===== config.mk =====
export PLATFORM = sky130hd
export DESIGN_NAME = maze_player_ctrl
export DESIGN_NICKNAME = d
export VERILOG_FILES = /design/src/rtl/maze_pkg.sv /design/src/rtl/maze_wall_lookup.sv /design/src/rtl/maze_player_ctrl.sv
export SDC_FILE = /design/constraint.sdc
export NUM_CORES = 1
export LEC_CHECK = 0
export ABC_AREA = 0
export CAP_MARGIN = 30
export CELL_PAD_IN_SITES_DETAIL_PLACEMENT = 1
export CELL_PAD_IN_SITES_GLOBAL_PLACEMENT = 2
export CORE_ASPECT_RATIO = 0.5
export CORE_UTILIZATION = 20
export CTS_CLUSTER_DIAMETER = 100
export CTS_CLUSTER_SIZE = 12
export DETAILED_ROUTE_END_ITERATION = 8
export PLACE_DENSITY_LB_ADDON = 0.1
export SYNTH_ARGS = -nofsm -noshare
export SYNTH_HDL_FRONTEND = slang
export SYNTH_HIERARCHICAL = 1
export SYNTH_SLANG_ARGS = --single-unit

===== constraint.sdc =====
create_clock -name clk -period 3.14 [get_ports clk]
set_clock_uncertainty 0.05 [all_clocks]
set_input_delay 0.628 -clock clk [delete_from_list [all_inputs] [get_ports clk]]
set_output_delay 0.628 -clock clk [all_outputs]
set_load 0.01 [all_outputs]

===== src/rtl/maze_pkg.sv =====
// Shared constants and encodings for the maze player controller.
// Optional step counter is enabled by MAZE_STEP_COUNT_EN (see maze_player_ctrl).
package maze_pkg;

    localparam int MAZE_DIM  = 15;
    localparam int CELL_BITS = 4;
    localparam int ROW_W     = MAZE_DIM * CELL_BITS;
    localparam int POS_W     = 4;

    localparam int WALL_N = 0;
    localparam int WALL_E = 1;
    localparam int WALL_S = 2;
    localparam int WALL_W = 3;

    localparam logic [POS_W-1:0] POS_MAX = POS_W'(MAZE_DIM - 1);

    localparam int STEP_W = 10;

    typedef enum logic [1:0] {
        IDLE = 2'd0,
        RD   = 2'd1,
        CHK  = 2'd2,
        WIN  = 2'd3
    } state_t;

    typedef enum logic [1:0] {
        DIR_UP    = 2'd0,
        DIR_DOWN  = 2'd1,
        DIR_LEFT  = 2'd2,
        DIR_RIGHT = 2'd3
    } dir_t;

    // Wall bit inside a cell that guards the given direction of travel.
    function automatic int dir_wall_bit(input dir_t d);
        case (d)
            DIR_UP:    return WALL_N;
            DIR_DOWN:  return WALL_S;
            DIR_LEFT:  return WALL_W;
            default:   return WALL_E;
        endcase
    endfunction

endpackage


===== src/rtl/maze_wall_lookup.sv =====
// Combinational wall/edge check: selects the player's cell from a row word
// and reports whether the requested move is blocked.
module maze_wall_lookup
    import maze_pkg::*;
(
    input  logic [ROW_W-1:0] i_row_word,
    input  logic [POS_W-1:0] i_row,
    input  logic [POS_W-1:0] i_col,
    input  dir_t             i_dir,
    output logic             o_blocked
);

    logic [CELL_BITS-1:0] w_cell;
    logic                 w_wall;
    logic                 w_edge;

    // Explicit mux keeps the select in range even for an illegal column value.
    always_comb begin
        w_cell = '0;
        for (int c = 0; c < MAZE_DIM; c++) begin
            if (i_col == POS_W'(c)) begin
                w_cell = i_row_word[c*CELL_BITS +: CELL_BITS];
            end
        end
    end

    always_comb begin
        w_wall = w_cell[dir_wall_bit(i_dir)];
        w_edge = 1'b0;
        case (i_dir)
            DIR_UP:    w_edge = (i_row == '0);
            DIR_DOWN:  w_edge = (i_row == POS_MAX);
            DIR_LEFT:  w_edge = (i_col == '0);
            DIR_RIGHT: w_edge = (i_col == POS_MAX);
            default:   w_edge = 1'b1;
        endcase
    end

    assign o_blocked = w_wall | w_edge;

endmodule


===== src/rtl/maze_player_ctrl.sv =====
// Player movement sequencer: button pulse -> row read -> wall check -> step.
// Define MAZE_STEP_COUNT_EN to add the step_count output.
module maze_player_ctrl
    import maze_pkg::*;
#(
    parameter int START_ROW = 0,
    parameter int START_COL = 0,
    parameter int GOAL_ROW  = 14,
    parameter int GOAL_COL  = 14
)(
    input  logic             clk,
    input  logic             reset,
    input  logic             btn_up,
    input  logic             btn_down,
    input  logic             btn_left,
    input  logic             btn_right,
    input  logic             restart,
    output logic             rd_en,
    output logic [POS_W-1:0] rd_row,
    input  logic [ROW_W-1:0] rd_data,
    output logic [POS_W-1:0] player_row,
    output logic [POS_W-1:0] player_col,
    output logic             busy,
    output logic             moved,
    output logic             blocked,
    output logic             won
`ifdef MAZE_STEP_COUNT_EN
    ,
    output logic [STEP_W-1:0] step_count
`endif
);

    localparam logic [POS_W-1:0] L_START_ROW = POS_W'(START_ROW);
    localparam logic [POS_W-1:0] L_START_COL = POS_W'(START_COL);
    localparam logic [POS_W-1:0] L_GOAL_ROW  = POS_W'(GOAL_ROW);
    localparam logic [POS_W-1:0] L_GOAL_COL  = POS_W'(GOAL_COL);

    state_t           r_state;
    dir_t             r_dir;
    logic [POS_W-1:0] r_row;
    logic [POS_W-1:0] r_col;
    logic             r_moved;
    logic             r_blocked;

    state_t           w_state_nxt;
    dir_t             w_dir_nxt;
    logic [POS_W-1:0] w_row_nxt;
    logic [POS_W-1:0] w_col_nxt;
    logic             w_moved_nxt;
    logic             w_blocked_nxt;
    logic             w_any_btn;
    logic             w_blocked_cond;

    assign w_any_btn = btn_up | btn_down | btn_left | btn_right;

    maze_wall_lookup u_wall_lookup (
        .i_row_word (rd_data),
        .i_row      (r_row),
        .i_col      (r_col),
        .i_dir      (r_dir),
        .o_blocked  (w_blocked_cond)
    );

    always_ff @(posedge clk) begin
        if (reset) begin
            r_state   <= IDLE;
            r_dir     <= DIR_UP;
            r_row     <= L_START_ROW;
            r_col     <= L_START_COL;
            r_moved   <= 1'b0;
            r_blocked <= 1'b0;
        end else begin
            r_state   <= w_state_nxt;
            r_dir     <= w_dir_nxt;
            r_row     <= w_row_nxt;
            r_col     <= w_col_nxt;
            r_moved   <= w_moved_nxt;
            r_blocked <= w_blocked_nxt;
        end
    end

    always_comb begin
        w_state_nxt   = r_state;
        w_dir_nxt     = r_dir;
        w_row_nxt     = r_row;
        w_col_nxt     = r_col;
        w_moved_nxt   = 1'b0;
        w_blocked_nxt = 1'b0;

        case (r_state)
            IDLE: begin
                if (w_any_btn) begin
                    w_state_nxt = RD;
                    if (btn_up)        w_dir_nxt = DIR_UP;
                    else if (btn_down) w_dir_nxt = DIR_DOWN;
                    else if (btn_left) w_dir_nxt = DIR_LEFT;
                    else               w_dir_nxt = DIR_RIGHT;
                end
            end
            RD: begin
                w_state_nxt = CHK;
            end
            CHK: begin
                if (w_blocked_cond) begin
                    w_blocked_nxt = 1'b1;
                end else begin
                    w_moved_nxt = 1'b1;
                    case (r_dir)
                        DIR_UP:    w_row_nxt = r_row - 1'b1;
                        DIR_DOWN:  w_row_nxt = r_row + 1'b1;
                        DIR_LEFT:  w_col_nxt = r_col - 1'b1;
                        default:   w_col_nxt = r_col + 1'b1;
                    endcase
                end
                if ((w_row_nxt == L_GOAL_ROW) && (w_col_nxt == L_GOAL_COL)) begin
                    w_state_nxt = WIN;
                end else begin
                    w_state_nxt = IDLE;
                end
            end
            WIN: begin
                w_state_nxt = WIN;
            end
            default: begin
                w_state_nxt = IDLE;
            end
        endcase

        // Restart aborts any move in flight, including its result pulse.
        if (restart) begin
            w_state_nxt   = IDLE;
            w_row_nxt     = L_START_ROW;
            w_col_nxt     = L_START_COL;
            w_moved_nxt   = 1'b0;
            w_blocked_nxt = 1'b0;
        end
    end

    assign rd_en      = (r_state == RD);
    assign rd_row     = rd_en ? r_row : '0;
    assign player_row = r_row;
    assign player_col = r_col;
    assign busy       = (r_state != IDLE);
    assign moved      = r_moved;
    assign blocked    = r_blocked;
    assign won        = (r_state == WIN);

`ifdef MAZE_STEP_COUNT_EN
    logic [STEP_W-1:0] r_steps;

    always_ff @(posedge clk) begin
        if (reset || restart) begin
            r_steps <= '0;
        end else if (w_moved_nxt && (r_state != WIN) && (r_steps != {STEP_W{1'b1}})) begin
            r_steps <= r_steps + 1'b1;
        end
    end

    assign step_count = r_steps;
`endif

endmodule

==> out/results.tsv, run 1 <==
metric	value	unit
final_common_cell	clkdlybuf4s50_1	
reg2reg_slack	0.06	ns
grt_pass1_vias	2384	
synth_area_per_cell	7.644	µm²
clkLatencyLatePin	0.25	ns
rsz0062_at_grt	true	
ys_seq_area_frac	0.1541	
tightest_slew	0.3893	ns
path_class	input pin to register	
overflow	0	
totalWireLength	7.573	mm
whs_path_depth	2	
hold_viol	0	
slew_viol_final	0	
dominantRegCellSynth	dfxtp_1	
num_antenna_cells	0	
fin_cells	474	
syn_inst	238	
async_reset_ff_frac	0	
hold_start	r_state[0]	
cts_buffers	3	
p_int	0.5143	mW
max_slew_margin	0.7396	
cts_max_level	1	
start_util	0.2075	
layout.nets	434	
drc	0	
path_clk_slew	0.05	ns
place.port_buffers	83	
hp-class	register to register	
antenna_found_initial	0	
p_switching	0.1748	mW
fp.dieH	69.44	µm
worstReg2RegEnd	r_state[1]	
crit_required	3.23	ns
p_comb_frac	0.339	
p_leak	1.287	nW
grt.total_usage	0.1619	
die-area	9505	µm²
synthesis.area	1819	µm²
die_w	136.9	µm
clockBufferDepth	2	
clock.fmax	322.9	MHz
fin_crit_sh	0.9864	
cap_violations	0	
setup_viol	0	
viasPerCell	4.774	
final_cell_mix	clkdlybuf4s50_1 (60), buf_4 (38), nor2_1 (29)	
seqPwrFrac	0.270	
vdd_drop_max	134.7	µV
drt-initial-drc-count	94	
ant_nets	0	
arrival	3.18	ns
multi_input_area	1568	µm²
core	8768	µm²
synth-edff-count	0	
clock-sinks	14	
cts_tree	done	
drive_above_1_share	0.2521	
fin_crit	3.097	ns
row_count	24	
yosys_warnings	6	
clkPwrFrac	0.391	
whs	0.4775	ns
switching_share	0.2537	
end_kind	register	
area_growth	84.04	%
grt_max_degree	17	
ys_ff_latch	14	
status	finished, final reports clean	
cts-root-buf	clkbuf_16	
power_density	205.8	nW/µm²
ff2ff_path_depth	11	
critPathLaunchType	input pin	
pin_count	84	
path_max_fanout	3	
nFillCells	1031	
rr_startpoint	player_col[0]	
ys_types	63	
grt_pass1_wl	12.28	mm
vias	2263	
finalWeightedCongestion	0.8201	
place_inst	459	
drt_first_pass_iters	4	
seq_area	287.8	µm²
holdBufCountCts	0	
post_drt_wl_per_cell	15.98	µm
min_to	r_state[1]	
synth_nets	314	
dpl.hpwl	5.782	mm
[worst max path at each step]
stage	endpoint	from	depth (start not counted)
after floorplan	r_state[0]	player_col[0]	11
after global placement	r_state[0]	rd_data[13]	11
after detailed placement	r_state[0]	rd_data[13]	11
after CTS	r_state[0]	player_col[0]	11
after global routing	r_state[0]	player_col[0]	13
final	r_state[1]	rd_data[39]	11
[power by group through the flow]
stage | Combinational (mW) | Sequential, mW | Clock, mW
global route | 0.254 | 0.186 | 0.281
detailed placement | 0.204 | 0.190 | 0
finish | 0.234 | 0.186 | 0.269
CTS | 0.214 | 0.186 | 0.273
global placement | 0.202 | 0.191 | 0
floorplan | 0.0824 | 0.191 | 0
[final cells by class]
| class | count | share of cell area |
|---|---|---|
| well taps | 117 | 0.04372 |
| flip-flops and latches | 14 | 0.08595 |
| clock buffers | 4 | 0.02653 |
| multi-input cells | 199 | 0.4682 |
| repair buffers | 128 | 0.3621 |
| inverters | 12 | 0.01345 |
[metrics by stage]
step	utilization	area (µm²)	setup slack (ns)	power (mW)	setup TNS [ns]
6_report	0.3818	3348	0.04274	0.6891	0
5_1_grt	0.3818	3348	-0.05310	0.7214	-0.1026
4_1_cts	0.3662	3211	-0.02573	0.6732	-0.04180
3_5_place_dp	0.3380	2964	-0.5329	0.3944	-2.989
3_3_place_gp	0.3380	2964	-0.4256	0.3922	-2.135
2_1_floorplan	-	1819	0.1260	0.2731	0
[critical path, stage by stage]
cell and delay (ns):
dlygate4sd2_1 0.24, or3_4 0.39, a22oi_2 0.18, o22a_1 0.15
o2111a_1 0.22, a31oi_4 0.07, or4_4 0.51, o221a_1 0.27
a221oi_2 0.29, a2111o_1 0.17, o21ai_1 0.07
[per-layer routing]
layer	global-route usage	up-vias	wire length, µm
met3	0.01901	7	368
met5	0	-	0
met1	0.2311	1068	3795
met2	0.2623	61	3326
met4	0.02930	0	82
li1	-	1127	-
[Yosys cell counts, types with 2 or more instances]
library cell / number / area (µm²)
a2111o_1: 2 / 22.52
dfxtp_1: 14 / 280.3
a211oi_1: 4 / 30.03
buf_2: 5 / 25.02
o21ai_0: 13 / 65.06
buf_4: 2 / 15.01
and2_1: 5 / 31.28
nand3b_1: 2 / 15.01
o2bb2ai_1: 2 / 17.52
nor3_1: 6 / 30.03
o21ai_1: 3 / 15.01
o31ai_1: 2 / 15.01
a21o_1: 4 / 30.03
o22ai_1: 5 / 31.28
mux2_2: 4 / 45.04
and3_1: 4 / 25.02
or2b_1: 2 / 15.01
o32ai_1: 5 / 43.79
nor3_2: 2 / 20.02
or2_2: 2 / 12.51
nand4_1: 2 / 12.51
buf_6: 3 / 33.78
xnor2_1: 4 / 35.03
and3b_1: 2 / 17.52
inv_1: 12 / 45.04
clkbuf_1: 2 / 7.510
a31oi_1: 4 / 25.02
or3_1: 2 / 12.51
nor2_1: 31 / 116.4
mux2i_1: 12 / 120.1
nor2b_1: 3 / 18.77
a21oi_1: 17 / 85.08
nand2b_1: 5 / 31.28
ha_1: 8 / 100.1
xor2_1: 3 / 26.28
and4_1: 2 / 17.52
nand2_1: 12 / 45.04
[cells by family after synthesis]
family,Yosys count,share of synthesized area
simple gates,91,0.2696
xor+xnor,7,0.03370
compound gates,74,0.2785
fa+ha+maj,9,0.06603
flops,14,0.1541
mux,18,0.1176
buf+inv,25,0.08046
[registers in the layout, summed over array words and instances (netlist names)]
name	flops
blocked	1
moved	1
player_col	4
player_row	4
r_dir	2
r_state	2
[repair_timing]
action	4_1_cts	5_1_grt
setup endpoints to repair	5	6
setup buffers	7	4
pin swaps	23	19
endpoints found under the hold margin	0	0
cloned	0	0
gates resized for setup	54	22
No activity file was read; power rests on OpenSTA's default activity.
==> run 2, diff against run 1 <==
PLACE_DENSITY = 0.86   (was unset)
PLACE_DENSITY_LB_ADDON = unset   (was 0.1)
==> run 2 against run 1 <==
Compared with the run above: global-route usage is 0.25 points lower; design area is 3.2% lower; count of clock-buffer cells in the layout is 1 lower; die area stayed put; core utilization is 1.2 points lower; combinational power is 4% lower; first-iteration DRC count stayed put; register-to-register slack worse by 0.03 ns; flip-flop and latch count stayed put; via count is 1.2% higher; critical path depth is 2 higher; non-clock buffer count is 9 lower.
==> out/results.tsv, run 2 (synthesis results as in run 1) <==
metric	value	unit	change
drt_first_pass_iters	4		unchanged
place.port_buffers	83		unchanged
pin_count	84		unchanged
cts_max_level	1		unchanged
dr_wl_met2	3.860	mm	+16%
cts-root-buf	clkbuf_16		
die_w	136.9	µm	unchanged
drive_above_1_share	0.2363		-0.01579
die-area	9505	µm²	unchanged
core	8768	µm²	unchanged
place_inst	454		-1.1%
start_util	0.2075		unchanged
viasPerCell	4.938		+3.4%
cap_violations	0		unchanged
path_class	register to register		
clockBufferDepth	2		unchanged
num_antenna_cells	0		unchanged
clock-sinks	14		unchanged
slew_viol_final	0		unchanged
drt-initial-drc-count	94		unchanged
setup_viol	0		unchanged
fin_cells	464		-2.1%
drc	0		unchanged
antenna_found_initial	0		unchanged
rsz0062_at_grt	true		
row_count	24		unchanged
clkLatencyLatePin	0.25	ns	about the same
setup_tns	0	ns	unchanged
path_max_fanout	6		+3
power_density	202.7	nW/µm²	-1.5%
tightest_slew	0.3736	ns	-0.01575 ns
vias	2291		+1.2%
hold_viol	0		unchanged
grt_pass1_wl	12.00	mm	-2.3%
crit_required	3.22	ns	about the same
clock.fmax	321.1	MHz	-0.56%
holdBufCountCts	0		unchanged
max_slew_margin	0.7506		+0.01097
final_cell_mix	clkdlybuf4s50_1 (60), buf_4 (31), nor2_1 (30)		
fp.dieH	69.44	µm	unchanged
hp-class	register to register		
vdd_drop_max	137.0	µV	+1.8%
grt_max_degree	19		+2
finalWeightedCongestion	0.8301		+1.2%
top_layer_used	met4		
path_clk_slew	0.05	ns	about the same
layout.nets	425		-2.1%
critPathLaunchType	register		
status	finished, final reports clean		
final_common_cell	clkdlybuf4s50_1		
totalWireLength	7.939	mm	+4.8%
arrival	3.19	ns	about the same
end_kind	register		
p_leak	1.206	nW	-6.2%
overflow	0		unchanged
wl_met3	239	µm	-35%
area_growth	78.20	%	
fin_crit	3.115	ns	+0.01750 ns
cts_buffers	3		unchanged
fin_crit_sh	0.9920		+0.005573
cts_tree	done		
grt.total_usage	0.1594		-0.002469
ant_nets	0		unchanged
dpl.hpwl	6.029	mm	+4.3%
met1_length	3.662	mm	-3.5%
grt_pass1_vias	2425		+1.7%
post_drt_wl_per_cell	17.11	µm	+7.1%
[run 2: final timing paths]
path / start / end / slack, ns / cells after the start
max: player_col[0] / r_state[0] / 0.03 / 13
min: r_state[0] / r_state[1] / 0.48 / 2
max reg2reg: player_col[0] / r_state[0] / 0.03 / 13
min reg2reg: r_state[0] / r_state[1] / 0.48 / 2
[run 2: layer usage]
metal | track usage | up-vias
met4 | 0.05006 | 0
met5 | 0 | -
met2 | 0.2702 | 53
met3 | 0.01023 | 15
met1 | 0.2154 | 1112
li1 | - | 1111
[run 2: what timing repair did]
item / in CTS / in global routing
buffers inserted: 5 / 2
pin swaps: 25 / 19
endpoints found under the setup margin: 7 / 3
gates resized for setup: 55 / 19
[run 2: cell type report]
class | count | area [µm²]
flip-flops and latches | 14 | 292.8
clock buffers | 3 | 75.07
repair buffers | 119 | 1125
fillers | 1057 | 5527
inverters | 12 | 45.04
well taps | 117 | 146.4
multi-input cells | 199 | 1558
[run 2: through the flow]
step           hold WS, ns  cell area (µm²)    util  setup slack (ns)  power (mW)
6_report            0.4808             3242  0.3697           0.02525      0.6572
2_1_floorplan       0.4241             1819       -            0.1260      0.2731
3_5_place_dp        0.4796             2927  0.3338           -0.5090      0.3905
3_3_place_gp        0.4673             2927  0.3338           -0.3889      0.3847
4_1_cts             0.4925             3146  0.3587         -0.007057      0.6498
5_1_grt             0.5317             3242  0.3697          -0.07203      0.6863
[run 2: power breakdown]
group	total, mW	switching [mW]	internal, mW
Clock	0.245	0.0781	0.167
Combinational	0.225	0.0902	0.135
Sequential	0.187	0.00636	0.180
Total	0.657	0.175	0.482
[run 2: worst max-delay path, cell delays in order, from the launching register on]
cell and delay (ns):
dfxtp_4 0.40, buf_6 0.12, buf_6 0.12, mux2i_4 0.23, a2111o_1 0.21, o311ai_4 0.12, o21ai_1 0.15, o2111a_1 0.25
a31oi_4 0.07, or4_4 0.51, o221a_1 0.29, a221oi_2 0.26, a2111o_1 0.15, a21oi_2 0.06
==> run 3, diff against run 2 <==
CAP_MARGIN = unset   (was 30)
==> results of run 3 <==
Same layout as run 2: the final DEF is identical, and so are final timing and power.
